--- config.mk ---
export PLATFORM = sky130hd
export DESIGN_NAME = neuron_accum_ctrl
export DESIGN_NICKNAME = d
export VERILOG_FILES = /design/src/rtl/neuron_accum_ctrl.sv
export SDC_FILE = /design/constraint.sdc
export NUM_CORES = 1
export LEC_CHECK = 0
export ABC_AREA = 1
export ABC_CLOCK_PERIOD_IN_PS = 2800
export BUFFER_PORTS_ARGS = -buffer_cell sky130_fd_sc_hd__buf_2
export CAP_MARGIN = 20
export CORE_ASPECT_RATIO = 1.5
export CORE_UTILIZATION = 60
export DETAILED_ROUTE_END_ITERATION = 8
export HOLD_SLACK_MARGIN = 0.03
export PLACE_DENSITY = 0.91
export SYNTH_ARGS = -nofsm -noshare
export SYNTH_HDL_FRONTEND = slang
export SYNTH_SLANG_ARGS = --single-unit
--- constraint.sdc ---
create_clock -name clk -period 2.8 [get_ports clk]
set_input_delay 0.28 -clock clk [delete_from_list [all_inputs] [get_ports clk]]
set_output_delay 0.28 -clock clk [all_outputs]
set_load 0.01 [all_outputs]
--- src/rtl/neuron_accum_ctrl.sv ---
// Bias-plus-terms accumulation sequencer around a shared signed adder.
// Optional saturation on overflow is enabled by defining ACCUM_SAT_EN.

module adder #(
  parameter int WIDTH = 16
) (
  input  logic signed [WIDTH-1:0] a,
  input  logic signed [WIDTH-1:0] b,
  output logic signed [WIDTH-1:0] sum
);
  assign sum = a + b;
endmodule

module neuron_accum_ctrl #(
  parameter int WIDTH     = 16,
  parameter int NUM_TERMS = 784,
  parameter int CNT_W     = $clog2(NUM_TERMS + 1)
) (
  input  logic                    clk,
  input  logic                    rst_n,
  input  logic                    start,
  input  logic signed [WIDTH-1:0] bias,
  output logic                    busy,
  input  logic                    in_valid,
  output logic                    in_ready,
  input  logic signed [WIDTH-1:0] in_data,
  output logic                    out_valid,
  input  logic                    out_ready,
  output logic signed [WIDTH-1:0] out_data,
  output logic                    out_ovf
);

  typedef enum logic [1:0] {IDLE, ACCUM, DONE} state_t;

  localparam logic [CNT_W-1:0] LAST_CNT = CNT_W'(NUM_TERMS - 1);

  state_t                  state;
  logic signed [WIDTH-1:0] acc;
  logic [CNT_W-1:0]        cnt;
  logic                    ovf;
  logic signed [WIDTH-1:0] sum;
  logic signed [WIDTH-1:0] acc_next;
  logic                    ovf_next;

  adder #(.WIDTH(WIDTH)) u_adder (
    .a   (acc),
    .b   (in_data),
    .sum (sum)
  );

`ifdef ACCUM_SAT_EN
  localparam logic signed [WIDTH-1:0] MAX_VAL = {1'b0, {(WIDTH-1){1'b1}}};
  localparam logic signed [WIDTH-1:0] MIN_VAL = {1'b1, {(WIDTH-1){1'b0}}};

  logic ovf_now;

  // Same-sign operands producing an opposite-sign sum clamp toward the operand sign.
  always_comb begin
    ovf_now  = (acc[WIDTH-1] == in_data[WIDTH-1]) && (sum[WIDTH-1] != acc[WIDTH-1]);
    acc_next = sum;
    if (ovf_now) begin
      acc_next = acc[WIDTH-1] ? MIN_VAL : MAX_VAL;
    end
    ovf_next = ovf | ovf_now;
  end
`else
  // Without saturation ovf is only ever cleared, so it stays at 0.
  assign acc_next = sum;
  assign ovf_next = ovf;
`endif

  assign busy      = (state != IDLE);
  assign in_ready  = (state == ACCUM);
  assign out_valid = (state == DONE);

  always_ff @(posedge clk or negedge rst_n) begin
    if (!rst_n) begin
      state    <= IDLE;
      acc      <= '0;
      cnt      <= '0;
      ovf      <= 1'b0;
      out_data <= '0;
      out_ovf  <= 1'b0;
    end else begin
      case (state)
        IDLE: begin
          if (start) begin
            acc   <= bias;
            cnt   <= '0;
            ovf   <= 1'b0;
            state <= ACCUM;
          end
        end
        ACCUM: begin
          if (in_valid) begin
            acc <= acc_next;
            cnt <= cnt + CNT_W'(1);
            ovf <= ovf_next;
            // Result registers load once so they stay stable through DONE and IDLE.
            if (cnt == LAST_CNT) begin
              out_data <= acc_next;
              out_ovf  <= ovf_next;
              state    <= DONE;
            end
          end
        end
        DONE: begin
          if (out_ready) begin
            state <= IDLE;
          end
        end
        default: state <= IDLE;
      endcase
    end
  end

endmodule
==> results.toml, run 1 <==
[floorplanning]
rows = 31
die-area_sq_um = 5250
die_w_um = 59.5
die_height_um = 88.2
io_pins = 57
core_area_sq_um = 4810
initial_core_util_pct = 61.8

[sta]
fin_ws_ns = 0.818
hold_viol = 0
min_period_ns = 1.98
tightest_slew_ns = 0.985
finalSetupTns_ns = 0
fmax_ghz = 0.505
fin_crit_sh_pct = 70.8
max-slew-margin-rel_pct = 34.3
rsz0062_at_grt = "no"
finalMaxSlewViolations = 0
setup_viol = 0
clock-skew-final_ns = 0.00897

[placement]
placed_area_sq_um = 3270
preCtsSetupSlack_ns = 0.851
io_buffers = 55
place.gp.congestion = 0.936
place_hpwl_mm = 5.45

[pwr]
p_int_mw = 1.70
fin_total_pwr_mw = 3.16
p_per_area_nw_per_um2 = 932
p_sw_mw = 1.46
p_seq_share_pct = 29.7
combPwrFrac_pct = 53.4
clockPowerShare_pct = 16.9
irDropWorstVdd_v = 0.000589
p_leak_nw = 2.04
swShare_pct = 46.3

[critical_path]
timing.rr.end = "cnt[8]$_DFFE_PN0P_"
cp_data_arrival_time_ns = 2.19
start_kind = "register"
r2r_setup_slack_ns = 0.82
r2r_cells = 10
cp_max_fo = 24
cp-end-kind = "register"
critPathRequiredTime_ns = 3.01
crit_type = "register to register"
rr_startpoint = "state[0]$_DFFE_PN0P_"

[routing]
drt-total-wl_mm = 7.26
drtAntennaViolNets = 0
drt_iter0_markers = 130
routedWlPerCell_um = 13.1
viasPerCell = 5.23
drc = 0
firstDrtPassIters = 4
vias = 2892

[final_layout]
area_growth_pct = 14.1
layout-drive-gt1-share_pct = 17.5
multiInputGateArea_sq_um = 1580
n_antenna_cell = 0
fin_area_sq_um = 3390
fin_nets = 540
register_area_sq_um = 1100
num-fill-cells = 422

[synthesis]
syn_avg_cell_area_sq_um = 6.85
synth_top_area_cell = "dfrtp_1"
async_flop_share_pct = 100
ys.warnings.count = 0
synth_cells = 434
synth_fp_nets = 488
synth_top_cells_by_area = "dfrtp_1 37%, nand2_1 22%, inv_1 6.9%"
synth_top_area_share_pct = 37.0
yosysSeqAreaShare_pct = 37.0
synth_edf_count = 0
ys_seq_elements = 44
synth_most_common_cell = "nand2_1"
synth_common_cells = "177 x nand2_1, 55 x inv_1, 44 x dfrtp_1"
synth_ff_type = "dfrtp_1"
syn_area_sq_um = 2970
synth_cell_types = 34

[cts]
cts_resized = 0
cts_root_buf = "clkbuf_8"
htree_levels = 2
cts_hold_buf = 0
postCtsSetupRepairBufs = 0
clockBufferDepth = 2
numCtsBuffers = 5
cts.sinks = 44
cts.clk_slew.worst_paths_ns = 0.09
insertion_delay_ns = 0.31
cts_tree = "built"

[hold_path]
min_path_type = "primary input to asynchronous set/reset pin"

[global_route]
grtUsageTotal_pct = 30.9
grt_max_degree = 45
gr-total-overflow = 0
grt_pass1_wl_mm = 12.0
grt_pass1_vias = 2770
antenna_found_initial = 0

[flow_run]
cap_violations = 0

[outcome]
status = "completed"
[worst max-delay path by stage]
stage	startpoint	endpoint	slack [ns]
floorplan	acc[0]$_DFFE_PN0P_	acc[8]$_DFFE_PN0P_	1.05
global placement	in_data[0]	acc[8]$_DFFE_PN0P_	0.89
detailed placement	state[0]$_DFFE_PN0P_	cnt[8]$_DFFE_PN0P_	0.85
CTS	state[1]$_DFFE_PN0P_	out_data[3]$_DFFE_PN0P_	0.82
global route	cnt[0]$_DFFE_PN0P_	out_data[3]$_DFFE_PN0P_	0.63
finish	state[0]$_DFFE_PN0P_	cnt[8]$_DFFE_PN0P_	0.82
[critical path: stages (launching register included)]
cell     delay, ns
dfrtp_1       0.43
nand2_2       0.25
nor2_4        0.09
nor2_4        0.38
inv_2         0.28
nand2_2       0.15
inv_2         0.06
nand2_2       0.07
o21ai_1       0.06
nand2_1       0.06
nor2_1        0.04
[layout by cell type (no fill, tap or decap), drive strengths merged]
cell type,count
a211oi,2
nand3,25
and2,4
dfrtp,44
ha,16
xnor2,2
nand2,181
nor3,3
clkbuf,6
a21oi,10
fa,1
mux2,2
a31oi,5
o31ai,2
a22o,1
nor2,33
o21ai,18
conb,1
mux2i,1
nor4,1
bufinv,1
buf,55
inv,63
xor2,3
clkinv,1
nand4,4
or2,2
[registers in the layout, summed over array words and instances, names as in the netlist]
register	cells
acc	16
cnt	10
out_data	16
state	2
[layer usage]
layer | share of wire [%] | wire length [um] | GRT usage, % | vias up
met3 | 4.5 | 327 | 4.68 | 22
met5 | 0 | 0 | 0 | -
li1 | - | - | - | 1455
met1 | 39 | 2810 | 33.7 | 1325
met4 | 3.4 | 250 | 14.9 | 0
met2 | 53 | 3870 | 57.0 | 90
[per-stage QoR]
step / utilization, % / cells / hold slack (ns)
finish: 70.6 / 553 / 0.107
global route: 70.6 / 553 / 0.160
CTS: 70.6 / 553 / 0.159
detailed placement: 68.0 / 545 / 0.463
global placement: 68.0 / 545 / 0.464
floorplan: - / 434 / -0.0156
[cell type report]
| cell class | instances | share of cell area, % |
|---|---|---|
| tap | 66 | 2.43 |
| sequential | 44 | 32.4 |
| clock buffer | 6 | 2.43 |
| inverter | 63 | 6.97 |
| multi-input combinational | 317 | 46.5 |
| timing repair buffer | 55 | 8.11 |
| clock inverter | 2 | 1.14 |
[kinds of logic after synthesis]
family | Yosys count | share of synthesized area [%]
XOR/XNOR | 5 | 1.47
buffers and inverters | 73 | 9.93
AO/OA/AOI/OAI | 38 | 7.07
AND/OR/NAND/NOR | 253 | 35.9
other | 1 | 0.126
multiplexers | 3 | 1.09
flip-flops | 44 | 37.0
adder cells (fa/ha/maj) | 17 | 7.41
[power by group through the flow]
stage	clock [mW]	combinational [mW]	sequential (mW)
2_1_floorplan	0	1.27	0.906
3_3_place_gp	0	1.59	0.941
3_5_place_dp	0	1.65	0.946
4_1_cts	0.531	1.67	0.936
5_1_grt	0.559	1.91	0.956
6_report	0.534	1.69	0.939
(Power assumes the default switching activity.)
==> run 2, diff against run 1 <==
--- a/config.mk
+++ b/config.mk
@@ -6,14 +6,14 @@
 export NUM_CORES = 1
 export LEC_CHECK = 0
 export ABC_AREA = 1
-export ABC_CLOCK_PERIOD_IN_PS = 2800
+export ABC_CLOCK_PERIOD_IN_PS = 1770
 export BUFFER_PORTS_ARGS = -buffer_cell sky130_fd_sc_hd__buf_2
 export CAP_MARGIN = 20
 export CORE_ASPECT_RATIO = 1.5
-export CORE_UTILIZATION = 60
+export CORE_UTILIZATION = 50
 export DETAILED_ROUTE_END_ITERATION = 8
 export HOLD_SLACK_MARGIN = 0.03
-export PLACE_DENSITY = 0.91
+export PLACE_DENSITY = 0.81
 export SYNTH_ARGS = -nofsm -noshare
 export SYNTH_HDL_FRONTEND = slang
 export SYNTH_SLANG_ARGS = --single-unit
==> constraint.sdc (replaced) <==
create_clock -name clk -period 1.77 [get_ports clk]
set_input_delay 0.177 -clock clk [delete_from_list [all_inputs] [get_ports clk]]
set_output_delay 0.177 -clock clk [all_outputs]
set_load 0.01 [all_outputs]
==> results.toml, run 2 (synthesis gave the netlist of run 1 again) <==
[pwr]
irDropWorstVdd_v = 0.000679
p_per_area_nw_per_um2 = 1480
p_leak_nw = 2.14
fin_total_pwr_mw = 5.59

[routing]
routedWlPerCell_um = 14.7
viasPerCell = 5.29
drt-total-wl_mm = 8.49
firstDrtPassIters = 4
vias = 3053
drtAntennaViolNets = 0
drc = 0
drt_iter0_markers = 234

[sta]
clock-skew-final_ns = 0.0103
rsz0062_at_grt = "yes"
hold_viol = 0
min_period_ns = 1.82
setup_viol = 7
finalMaxSlewViolations = 0
fin_ws_ns = -0.0461
fmax_ghz = 0.551
tightest_slew_ns = 0.625
max-slew-margin-rel_pct = 58.4
holdWs_ns = 0.119
fin_crit_sh_pct = 103

[final_layout]
layout-drive-gt1-share_pct = 28.9
layout_commonest_cell = "nand2_1"
n_antenna_cell = 0
area_growth_pct = 26.7
fin_nets = 559
top_regs = "acc x16, out_data x16, cnt x10"
final_cell_mix = "159 x nand2_1, 55 x inv_1, 55 x buf_2"

[flow_run]
cap_violations = 0

[critical_path]
cp_max_fo = 3
critPathRequiredTime_ns = 1.96
crit_type = "register to register"
crit_chain = "ha_1 > buf_4 > nand2_1 > inv_1 > nand3_2 > nand2_2 > nand2_1 > nand2_1 > mux2_2"
cp-end-kind = "register"
crit_slowest_cell = "dfrtp_1"
cp_data_arrival_time_ns = 2.01
cpMostUsedCell = "nand2_1"
critical_path.max_stage_delay_ns = 0.41
start_kind = "register"

[outcome]
status = "finished with violations"
violations = "negative setup slack"

[global_route]
grt_pass1_vias = 2828
grt_pass1_wl_mm = 12.5
grt_max_degree = 28
antenna_found_initial = 0
grtUsageTotal_pct = 26.1
gr-total-overflow = 0

[cts]
cts_tree = "built"
cts.sinks = 44
cts_root_buf = "clkbuf_8"
cts.clk_slew.worst_paths_ns = 0.09
numCtsBuffers = 5
insertion_delay_ns = 0.31
clockBufferDepth = 2
htree_levels = 2

[floorplanning]
io_pins = 57
die_w_um = 65.0
initial_core_util_pct = 51.4
core_area_sq_um = 5790
die_height_um = 96.4
die-area_sq_um = 6260
rows = 34

[hold_path]
min_path_type = "primary input to register"

[placement]
preCtsSetupSlack_ns = -0.132
place.gp.congestion = 0.964
place_hpwl_mm = 5.87
io_buffers = 55
==> run 2: per-layer routing <==
| metal | vias to the layer above | wire, um | track usage [%] |
|---|---|---|---|
| li1 | 1482 | - | - |
| met1 | 1411 | 2990 | 28.0 |
| met2 | 126 | 4750 | 49.9 |
| met3 | 34 | 407 | 3.40 |
| met4 | 0 | 335 | 12.0 |
| met5 | - | 0 | 0 |
==> run 2: worst paths after layout <==
check / depth (start not counted) / from / slack (ns) / to
setup / recovery: 9 / acc[3]$_DFFE_PN0P_ / -0.05 / out_data[5]$_DFFE_PN0P_
hold / removal: 3 / bias[6] / 0.12 / acc[6]$_DFFE_PN0P_
setup reg to reg: 9 / acc[3]$_DFFE_PN0P_ / -0.05 / out_data[5]$_DFFE_PN0P_
hold reg to reg: 2 / out_data[11]$_DFFE_PN0P_ / 0.48 / out_data[11]$_DFFE_PN0P_
max in group asynchronous: 3 / rst_n / 0.74 / out_data[15]$_DFFE_PN0P_
min in group asynchronous: 2 / rst_n / 0.42 / out_data[8]$_DFFE_PN0P_
==> run 2: layout make-up <==
| class | count | area, sq um |
|---|---|---|
| fillers | 519 | 2020 |
| clock buffers | 5 | 68.8 |
| inverters | 63 | 241 |
| repair buffers | 74 | 435 |
| multi-input cells | 317 | 1820 |
| flip-flops and latches | 44 | 1100 |
| well taps | 72 | 90.1 |
| clock inverters | 2 | 12.5 |
==> run 2: power by group <==
part           switching, mW  internal, mW  total (mW)
sequential             0.263          1.27        1.54
combinational           2.05          1.37        3.43
clock                  0.359         0.268       0.627
total                   2.67          2.92        5.59
==> run 2: through the flow <==
step                      utilization, %  TNS (ns)  std cells  cell area, sq um
after detailed placement            58.1    -0.965        560              3360
after CTS                           60.9   -0.0386        570              3530
after global placement              58.1    -0.459        560              3360
after floorplan                        -         0        434              2970
after global routing                65.1     -1.80        577              3770
final                               65.1    -0.175        577              3770
==> run 2: what timing repair did <==
action,in CTS,in global routing
setup endpoints to repair,13,30
cloned,0,0
setup buffers,1,7
pin swaps,3,11
hold endpoints to repair,26,0
hold buffers,2,0
resized for setup,15,40
==> run 2: worst max-delay path: cells and delay by family, from the launching register on <==
family | cells | cell delay [ns]
flops | 1 | 0.41
simple gates | 5 | 0.51
fa+ha+maj | 1 | 0.31
mux | 1 | 0.27
buf+inv | 2 | 0.22
==> run 3, diff against run 2 <==
--- a/config.mk
+++ b/config.mk
@@ -14,6 +14,7 @@
 export DETAILED_ROUTE_END_ITERATION = 8
 export HOLD_SLACK_MARGIN = 0.03
 export PLACE_DENSITY = 0.81
+export RECOVER_POWER = 50
 export SYNTH_ARGS = -nofsm -noshare
 export SYNTH_HDL_FRONTEND = slang
 export SYNTH_SLANG_ARGS = --single-unit
==> results.toml, run 3 (synthesis gave the netlist of run 1 again) <==
[final_layout]
layout_commonest_cell = "nand2_1"
multiInputGateArea_sq_um = 1820
fin_nets = 559
top_regs = "acc x16, out_data x16, cnt x10"
layout-drive-gt1-share_pct = 25.5
fin_area_sq_um = 3740
final_cell_mix = "159 x nand2_1, 55 x inv_1, 44 x dfrtp_1"
post-route-util_pct = 64.7
n_antenna_cell = 0
num-fill-cells = 524
area_growth_pct = 25.9
register_area_sq_um = 1100

[sta]
hold_viol = 0
fmax_ghz = 0.548
min_period_ns = 1.82
fin_ws_ns = -0.0546
rsz0062_at_grt = "yes"
setup_viol = 7
clock-skew-final_ns = 0.00857
max-slew-margin-rel_pct = 53.7
fin_crit_sh_pct = 103
finalMaxSlewViolations = 0
tightest_slew_ns = 0.694

[placement]
placed_area_sq_um = 3360
preCtsSetupSlack_ns = -0.132
io_buffers = 55
place_hpwl_mm = 5.87
place.gp.congestion = 0.964

[routing]
drt-total-wl_mm = 8.49
drc = 0
firstDrtPassIters = 5
viasPerCell = 5.33
vias = 3075
drt_iter0_markers = 240
routedWlPerCell_um = 14.7
drtAntennaViolNets = 0

[critical_path]
cp_max_fo = 3
critPathRequiredTime_ns = 1.95
r2r_setup_slack_ns = -0.05
cp_data_arrival_time_ns = 2.01
cp-end-kind = "register"
crit_start = "acc[0]$_DFFE_PN0P_"
rr_startpoint = "acc[0]$_DFFE_PN0P_"
crit_type = "register to register"
start_kind = "register"

[cts]
htree_levels = 2
clockBufferDepth = 2
cts.clk_slew.worst_paths_ns = 0.09
cts.sinks = 44
insertion_delay_ns = 0.30
cts_root_buf = "clkbuf_8"
numCtsBuffers = 5
cts_tree = "built"

[hold_path]
hold_start = "bias[6]"
min_path_type = "primary input to register"

[floorplanning]
rows = 34
die_w_um = 65.0
die-area_sq_um = 6260
core_area_sq_um = 5790
io_pins = 57
die_height_um = 96.4
initial_core_util_pct = 51.4

[pwr]
irDropWorstVdd_v = 0.000678
p_leak_nw = 2.07
fin_total_pwr_mw = 5.59
p_per_area_nw_per_um2 = 1490

[outcome]
status = "finished with violations"
violations = "negative setup slack"

[global_route]
grt_max_degree = 28
grtUsageTotal_pct = 26.1
gr-total-overflow = 0
grt_pass1_vias = 2828
grt_pass1_wl_mm = 12.5
antenna_found_initial = 0

[flow_run]
cap_violations = 0
## run 3: stage by stage
| step | setup TNS (ns) | instances | hold WS [ns] |
|---|---|---|---|
| floorplan | 0 | 434 | -0.119 |
| global placement | -0.459 | 560 | 0.222 |
| detailed placement | -0.965 | 560 | 0.221 |
| CTS | -0.0386 | 570 | 0.127 |
| global route | -1.80 | 577 | 0.129 |
| finish | -0.182 | 577 | 0.121 |
## run 3: final timing paths
check | to | cells after the start
max reg2reg | acc[4]$_DFFE_PN0P_ | 9
max | acc[4]$_DFFE_PN0P_ | 9
max in group asynchronous | out_data[9]$_DFFE_PN0P_ | 3
min in group asynchronous | out_data[8]$_DFFE_PN0P_ | 2
min reg2reg | out_data[13]$_DFFE_PN0P_ | 2
min | acc[6]$_DFFE_PN0P_ | 3
## run 3: final cells by class
type,count,area share (%)
well taps,72,2.41
repair buffers,74,11.0
inverters,63,6.45
multi-input cells,317,48.5
clock inverters,2,0.334
flip-flops and latches,44,29.4
clock buffers,5,1.84
## run 3: timing repair
action,CTS,global route
hold endpoints to repair,26,0
endpoints found under the setup margin,13,30
buffers inserted,1,7
hold buffers,2,0
gates resized for setup,15,40
pin swaps,3,11
## run 3: layer usage
layer	vias to the layer above	global-route usage [%]	routed length, um
met1	1421	28.0	3020
met5	-	0	0
met2	132	49.9	4710
li1	1483	-	-
met3	39	3.40	397
met4	0	12.0	366
## run 3: worst max-delay path, cell delays in order, from the launching register on
cell     delay, ns
dfrtp_1       0.39
ha_2          0.19
fa_2          0.35
nand2_2       0.08
nand2_2       0.07
and2_4        0.16
buf_4         0.15
xor2_4        0.15
nor2_1        0.08
o21ai_1       0.08
## run 3: report_power, final
part / internal (mW) / leakage, nW / switching, mW
combinational: 1.37 / 1.47 / 2.05
sequential: 1.27 / 0.565 / 0.263
clock: 0.268 / 0.0400 / 0.360
